### src/rtl/branch_target_buffer.sv
// ---------------------------------------------------------------------------
// branch_target_buffer
//   Direct-mapped fetch-stage BTB. Every cycle the fetch PC is looked up
//   combinationally against registered table state. On a hit, the buffer
//   supplies a predicted-taken flag and the stored target. The table is
//   trained by execute-stage branch/jump resolution.
//
//   Each entry holds a valid bit, a tag, a target, a 2-bit saturating
//   direction counter and a jump flag.
//
// Ports
//   clk            clock, all state updates on the rising edge
//   rst_n          asynchronous active-low reset
//   i_flush        invalidate every entry on the next edge
//   i_lookup_pc    fetch PC looked up this cycle
//   o_hit          valid entry with matching tag
//   o_pred_taken   hit and counter MSB set
//   o_target       stored target on hit, else 0
//   i_upd_valid    a branch/jump resolved this cycle
//   i_upd_pc       PC of the resolved instruction
//   i_upd_target   resolved target
//   i_upd_taken    resolved direction (1 = taken)
//   i_upd_is_jump  unconditional jump, always treated as taken
// ---------------------------------------------------------------------------
module branch_target_buffer #(
  parameter int ENTRIES    = 16,
  parameter int ADDR_WIDTH = 32
) (
  input  logic                  clk,
  input  logic                  rst_n,
  input  logic                  i_flush,
  input  logic [ADDR_WIDTH-1:0] i_lookup_pc,
  output logic                  o_hit,
  output logic                  o_pred_taken,
  output logic [ADDR_WIDTH-1:0] o_target,
  input  logic                  i_upd_valid,
  input  logic [ADDR_WIDTH-1:0] i_upd_pc,
  input  logic [ADDR_WIDTH-1:0] i_upd_target,
  input  logic                  i_upd_taken,
  input  logic                  i_upd_is_jump
);

  localparam int IDX   = $clog2(ENTRIES);
  localparam int TAG_W = ADDR_WIDTH - IDX - 2;

  logic [ENTRIES-1:0]    valid_q;
  logic [ENTRIES-1:0]    jmp_q;
  logic [TAG_W-1:0]      tag_q    [ENTRIES];
  logic [ADDR_WIDTH-1:0] target_q [ENTRIES];
  logic [1:0]            ctr_q    [ENTRIES];

  // Lookup path
  logic [IDX-1:0]   lk_idx;
  logic [TAG_W-1:0] lk_tag;

  assign lk_idx = i_lookup_pc[IDX+1:2];
  assign lk_tag = i_lookup_pc[ADDR_WIDTH-1:IDX+2];

  // valid_q clears asynchronously, so all outputs drop during reset.
  assign o_hit        = valid_q[lk_idx] && (tag_q[lk_idx] == lk_tag);
  assign o_pred_taken = o_hit && ctr_q[lk_idx][1];
  assign o_target     = o_hit ? target_q[lk_idx] : '0;

  // Update path
  logic [IDX-1:0]   up_idx;
  logic [TAG_W-1:0] up_tag;
  logic             up_hit;
  logic             eff_taken;
  logic [1:0]       ctr_cur;
  logic [1:0]       ctr_next;

  assign up_idx    = i_upd_pc[IDX+1:2];
  assign up_tag    = i_upd_pc[ADDR_WIDTH-1:IDX+2];
  assign up_hit    = valid_q[up_idx] && (tag_q[up_idx] == up_tag);
  assign eff_taken = i_upd_taken || i_upd_is_jump;
  assign ctr_cur   = ctr_q[up_idx];

  // Saturating counter step for a hit entry; never wraps.
  always_comb begin
    ctr_next = ctr_cur;
    if (i_upd_is_jump) begin
      ctr_next = 2'b11;
    end else if (i_upd_taken) begin
      if (ctr_cur != 2'b11) ctr_next = ctr_cur + 2'b01;
    end else begin
      if (ctr_cur != 2'b00) ctr_next = ctr_cur - 2'b01;
    end
  end

  always_ff @(posedge clk or negedge rst_n) begin
    if (!rst_n) begin
      valid_q <= '0;
      jmp_q   <= '0;
      for (int i = 0; i < ENTRIES; i++) begin
        tag_q[i]    <= '0;
        target_q[i] <= '0;
        ctr_q[i]    <= 2'b00;
      end
    end else if (i_flush) begin
      // Flush takes priority over a same-cycle update.
      valid_q <= '0;
    end else if (i_upd_valid) begin
      if (up_hit) begin
        ctr_q[up_idx] <= ctr_next;
        if (eff_taken) target_q[up_idx] <= i_upd_target;
      end else if (eff_taken) begin
        // Allocation overwrites whatever aliased entry lived at this index.
        valid_q[up_idx]  <= 1'b1;
        tag_q[up_idx]    <= up_tag;
        target_q[up_idx] <= i_upd_target;
        ctr_q[up_idx]    <= i_upd_is_jump ? 2'b11 : 2'b10;
        jmp_q[up_idx]    <= i_upd_is_jump;
      end
    end
  end

  // The jump flag is kept for future use. The PC byte-offset bits are
  // ignored by design.
  logic unused_bits;
  assign unused_bits = ^{jmp_q, i_lookup_pc[1:0], i_upd_pc[1:0]};

endmodule

### config.mk
export PLATFORM = sky130hd
export DESIGN_NAME = branch_target_buffer
export DESIGN_NICKNAME = d
export VERILOG_FILES = /design/src/rtl/branch_target_buffer.sv
export SDC_FILE = /design/constraint.sdc
export NUM_CORES = 1
export LEC_CHECK = 0
export ABC_AREA = 0
export BUFFER_PORTS_ARGS = -buffer_cell sky130_fd_sc_hd__buf_2
export CAP_MARGIN = 20
export CORE_ASPECT_RATIO = 1.4
export CORE_MARGIN = 2
export CORE_UTILIZATION = 50
export CTS_BUF_LIST = sky130_fd_sc_hd__clkbuf_4 sky130_fd_sc_hd__clkbuf_8
export DETAILED_ROUTE_END_ITERATION = 7
export GPL_TIMING_DRIVEN = 1
export PLACE_DENSITY = 0.66
export SYNTH_ARGS = -nofsm -noshare
export SYNTH_HDL_FRONTEND = slang
export SYNTH_SLANG_ARGS = --single-unit
### constraint.sdc
create_clock -name clk -period 6.4 [get_ports clk]
set_input_delay 1.28 -clock clk [delete_from_list [all_inputs] [get_ports clk]]
set_output_delay 1.28 -clock clk [all_outputs]
set_load 0.1 [all_outputs]
**After elaboration in Yosys (flattened, before gate mapping)**

Index checks and enable logic that the tools add are counted.
Widths: inputs -> output; s select.

- Add/sub/neg operators: 2
- Magnitude comparators: 6
- Equality and inequality tests: 4
- Muxes and demuxes: 43
- Bitwise logic cells: 5
- Reductions and logical operators: 14

Operators with widths:

| cell | number |
|---|---|
| $bwmux 512 | 1 |
| $bwmux 416 | 1 |
| $bmux 26 s4 | 2 |
| $mux 32 | 6 |
| $mux 26 | 5 |
| $bmux 32 s4 | 1 |
| $demux 32 s4 | 1 |
| $demux 26 s4 | 1 |
| $bwmux 32 | 2 |
| $mux 16 | 4 |
| $eq 26x26->1 | 2 |
| $mux 2 | 9 |
| $bmux 2 s4 | 2 |
| $or 16x16->16 | 1 |
| $ge 5x5->1 const B | 2 |
| $lt 4x5->1 const B | 2 |
| $not 4->5 | 2 |
| $reduce_and 3->1 | 3 |
| $bmux 1 s4 | 2 |
| $demux 2 s4 | 1 |
| $reduce_bool 2->1 | 4 |
| $logic_and 1x1->1 | 5 |
| $lt 5x1->1 const B | 1 |
| $demux 1 s4 | 1 |
| 8 further kinds | 13 |

- Bits in registers: 976
- Input bits: 102
- Output and inout bits: 34

**Logic depth before layout (Yosys ltp)**

- Depth in word-level cells: 10
- Depth in mapped cells: 16
- Mapped depth without buffers: 9

**Worst setup path before layout**

Ideal clock, no wire load.

- Path kind: input port to output port
- Start point: in i_lookup_pc[2]
- End point: out o_target[22]
- Arrival: 4.964 ns
- Path slack: 0.156 ns
- Stages on the path: 10
- Path buffers: 4
- Path through: clkbuf_1 buf_2 buf_1 mux4_2 mux4_2 xnor2_1 nand4_1 nor3_1 clkbuf_1 and3_1

- Cells in the longest elaborated chain, start to end: 7
- Elaborated cells on any way between the ends: 12
- Classes of those cells: eq/ne: 1; mux: 9; bitwise: 1; reduce/logical: 1

RTL lines:

| element | RTL line | RTL |
|---|---|---|
| start: declaration | 32 | `input logic [ADDR_WIDTH-1:0] i_lookup_pc,` |
| $not 4->5 (not written as such) | 60, 62 |  |
| $bmux 26 s4 | 60 | `assign o_hit = valid_q[lk_idx] && (tag_q[lk_idx] == lk_tag);` |
| $mux 26 (not written as such) (2 in a row) | 60 |  |
| $eq 26x26->1 | 60 |  |
| $logic_and 1x1->1 | 60 |  |
| $mux 32 * | 62 | `assign o_target = o_hit ? target_q[lk_idx] : '0;` |
| end: declaration | 35 | `output logic [ADDR_WIDTH-1:0] o_target,` |

Mark *: on every way between the ends. The rest lies on a longest branch, timed or not. The select of a mux whose other input is x is not followed.

**Final worst setup path**

- Start point: in i_lookup_pc[2]
- End point: out o_target[29]

The elaborated chain is that of the path after synthesis.

==> metrics <==
run status finished clean; post-synth cell types 64; Worst VDD drop roughly 0.2 mV; crit start category input port; root buffer cell clkbuf_8; fmax 168 MHz; Max-Cap Viols 0; post-synth net total ~3200; crit-path cells buf_8 -> buf_12 -> mux4_2 -> mux4_2 -> xnor2_1 -> nand4_1 -> nor4_2 -> buf_12 -> and3_1 -> buf_12; Design Power between 15 and 20 mW; Ports 136; type of destination of the critical path output port; DIE HEIGHT 374 um; Worst path max stage delay approximately 0.52 ns; die area approximately 100000 sq um; vias per cell ~6.3; # port buffers roughly 130; Final Critical Period 5.94 ns; clk slew on worst S/H paths 0.06 ns; Initial Utilization about 51%; Post-DP Area ~52000 sq um; Avg WL per Cell 29.2 um; post-layout net count 3333; crit share post-route between 90% and 100%; FF-to-FF path depth 10; Area growth, synth to finish 12.1%; cell with the largest stage delay on the worst path mux4_2; Die Width roughly 270 um; Clock Skew 0.0500 ns; slew margin rel. ~28%; row count between 100 and 150; hold_buf cts 0; Final setup viols 0; CTS Buffer Depth 3; syn avg cell area 15.7 sq um; CTS Buf Count approximately 160; CP most frequent cell buf_12; Post-synth ARST share 100%; Vias ~30000; synthesized instance count between 3000 and 4000; Worst-Margin Slew 1.08 ns; worst-path fanout max 35; sequential-to-total area share from yosys stat roughly 50%; Clock Latency Late Sink 0.89 ns; core footprint ~97000 sq um; DR iter-0 viols approximately 2200; Setup CP Type in2out; layout cells sized above 1 about 56%; all-layer global routing usage between 20% and 30%; non-filler cells, final about 4700; crit path DAT 4.66 ns; Slew Limit Fails 0; most frequent cells in the layout dfrtp_1, mux2_2, mux4_2; RSZ-0062 raised after global routing false; ANT nets after route 0; PostCTS Resize Cnt 0; # H-tree levels 4; first-pass GRT wire length a little over 200000 um; largest net degree at the start of global routing approximately 200; synth warn 0; Power Density between 300 and 400 nW/um^2; placed cell count between 4000 and 5000; CTS tree built; Min-Delay Path Class in2async; remaining global-route overflow 0; Synth Flop Type dfrtp_1; clk sink count 976; Crit path required time approximately 5.1 ns; DR DRC count 0; antenna violations before repair 21; LEAKAGE roughly 24 nW; hpwl dp about 84000 um; slack of the critical path ~0.46 ns; DP Worst Slack roughly 0.4 ns; flops & latches, synth roughly 980; Post-Synthesis Cell Area 49000 sq um; vias in the first global route 32600; TNS Setup 0 ns; drt pass-1 iters 5; commonest non-fill, non-tap cell in the layout dfrtp_1; EDFF count, synth 0; fin area 54900 sq um; Post-Route WL roughly 140000 um; Hold Fails Final Rpt 0; setup bufs post-CTS 0; GPL Wtd Cong between 0.9 and 1
[stage by stage]
stage	utilization [%]	hold WS (ns)
finish	56.6	0.429
global route	56.6	0.428
CTS	56.6	0.382
detailed placement	53.2	0.490
global placement	53.2	0.483
floorplan	-	0.473
[worst max-delay path: cells and delay by family]
kind	cells	cell delay (ns)
xor+xnor	1	0.23
mux	2	1.04
simple gates	3	1.00
buf+inv	4	1.01
[report_power, final]
group          internal, mW  total, mW  switching, mW
sequential             7.23       7.90          0.663
clock                  3.12       5.63           2.51
combinational          1.78       2.97           1.20
[synth_stat cells, drive strengths merged (2+ instances only)]
cell type / count / share of area [%]
a2111oi: 4 / 0.15
a2bb2oi: 3 / 0.054
mux2i: 70 / 1.4
a22oi: 19 / 0.33
and4: 3 / 0.054
nand4: 10 / 0.14
a22o: 10 / 0.18
o31a: 2 / 0.036
o21bai: 2 / 0.031
a31oi: 11 / 0.14
o22ai: 6 / 0.077
inv: 43 / 0.33
o21ai: 26 / 0.27
or2: 2 / 0.026
nor2: 39 / 0.30
nand3: 7 / 0.071
mux4: 391 / 18
a32oi: 7 / 0.13
nor3: 18 / 0.18
a211o: 2 / 0.036
nand2: 40 / 0.55
xnor2: 48 / 0.86
nor2b: 12 / 0.15
a221oi: 11 / 0.20
a211oi: 16 / 0.25
dfrtp: 976 / 50
and2: 10 / 0.13
mux2: 941 / 22
xor2: 9 / 0.16
o2bb2ai: 4 / 0.071
and3: 34 / 0.43
nor4: 9 / 0.13
nand2b: 10 / 0.13
buf: 142 / 1.8
clkbuf: 158 / 1.2
a21oi: 17 / 0.19
o2111ai: 3 / 0.054
o221ai: 2 / 0.036
[kinds of logic (layout without fill, tap and decap cells)]
group | count (synthesis) | in the layout | synth area share, %
AOI/OAI and AO/OA | 155 | 155 | 2.40
buffers and inverters | 343 | 557 | 3.38
other | 0 | 12 | 0
muxes | 1402 | 1402 | 41.0
xor gates and xnor gates | 57 | 57 | 1.02
and+or+nand+nor | 196 | 196 | 2.33
DFF | 976 | 976 | 49.8
[final timing paths]
kind | from | to | slack (ns)
setup / recovery | i_lookup_pc[2] | o_target[29] | 0.46
hold / removal | rst_n | target_q[477] | 0.43
setup reg to reg | tag_q[15] | tag_q[118] | 1.94
hold reg to reg | target_q[4] | target_q[4] | 0.50
max in group asynchronous | rst_n | target_q[265] | 4.47
min in group clk | target_q[4] | target_q[4] | 0.50
[state kept, by name (all words and copies together), names as in the netlist]
| name | cells |
|---|---|
| ctr_q | 32 |
| valid_q | 16 |
| target_q | 512 |
| tag_q | 416 |
[per-layer routing]
metal  vias up  part of all wire (%)  GRT usage [%]
li1      12100                     -              -
met1     15900                    38           34.6
met2       994                    52           47.4
met3       334                   5.7           5.36
met4        18                   4.0           11.4
met5         -                 0.085              0
[final cells by class]
cell class	count	area, sq um
well taps	1301	1630
repair buffers	242	2370
clock inverters	24	221
diodes	12	30.0
flip-flops and latches	976	24400
multi-input cells	1810	23000
inverters	43	161
fillers	7752	42000
clock buffers	248	3070
Power figures use the tool's default switching activity.
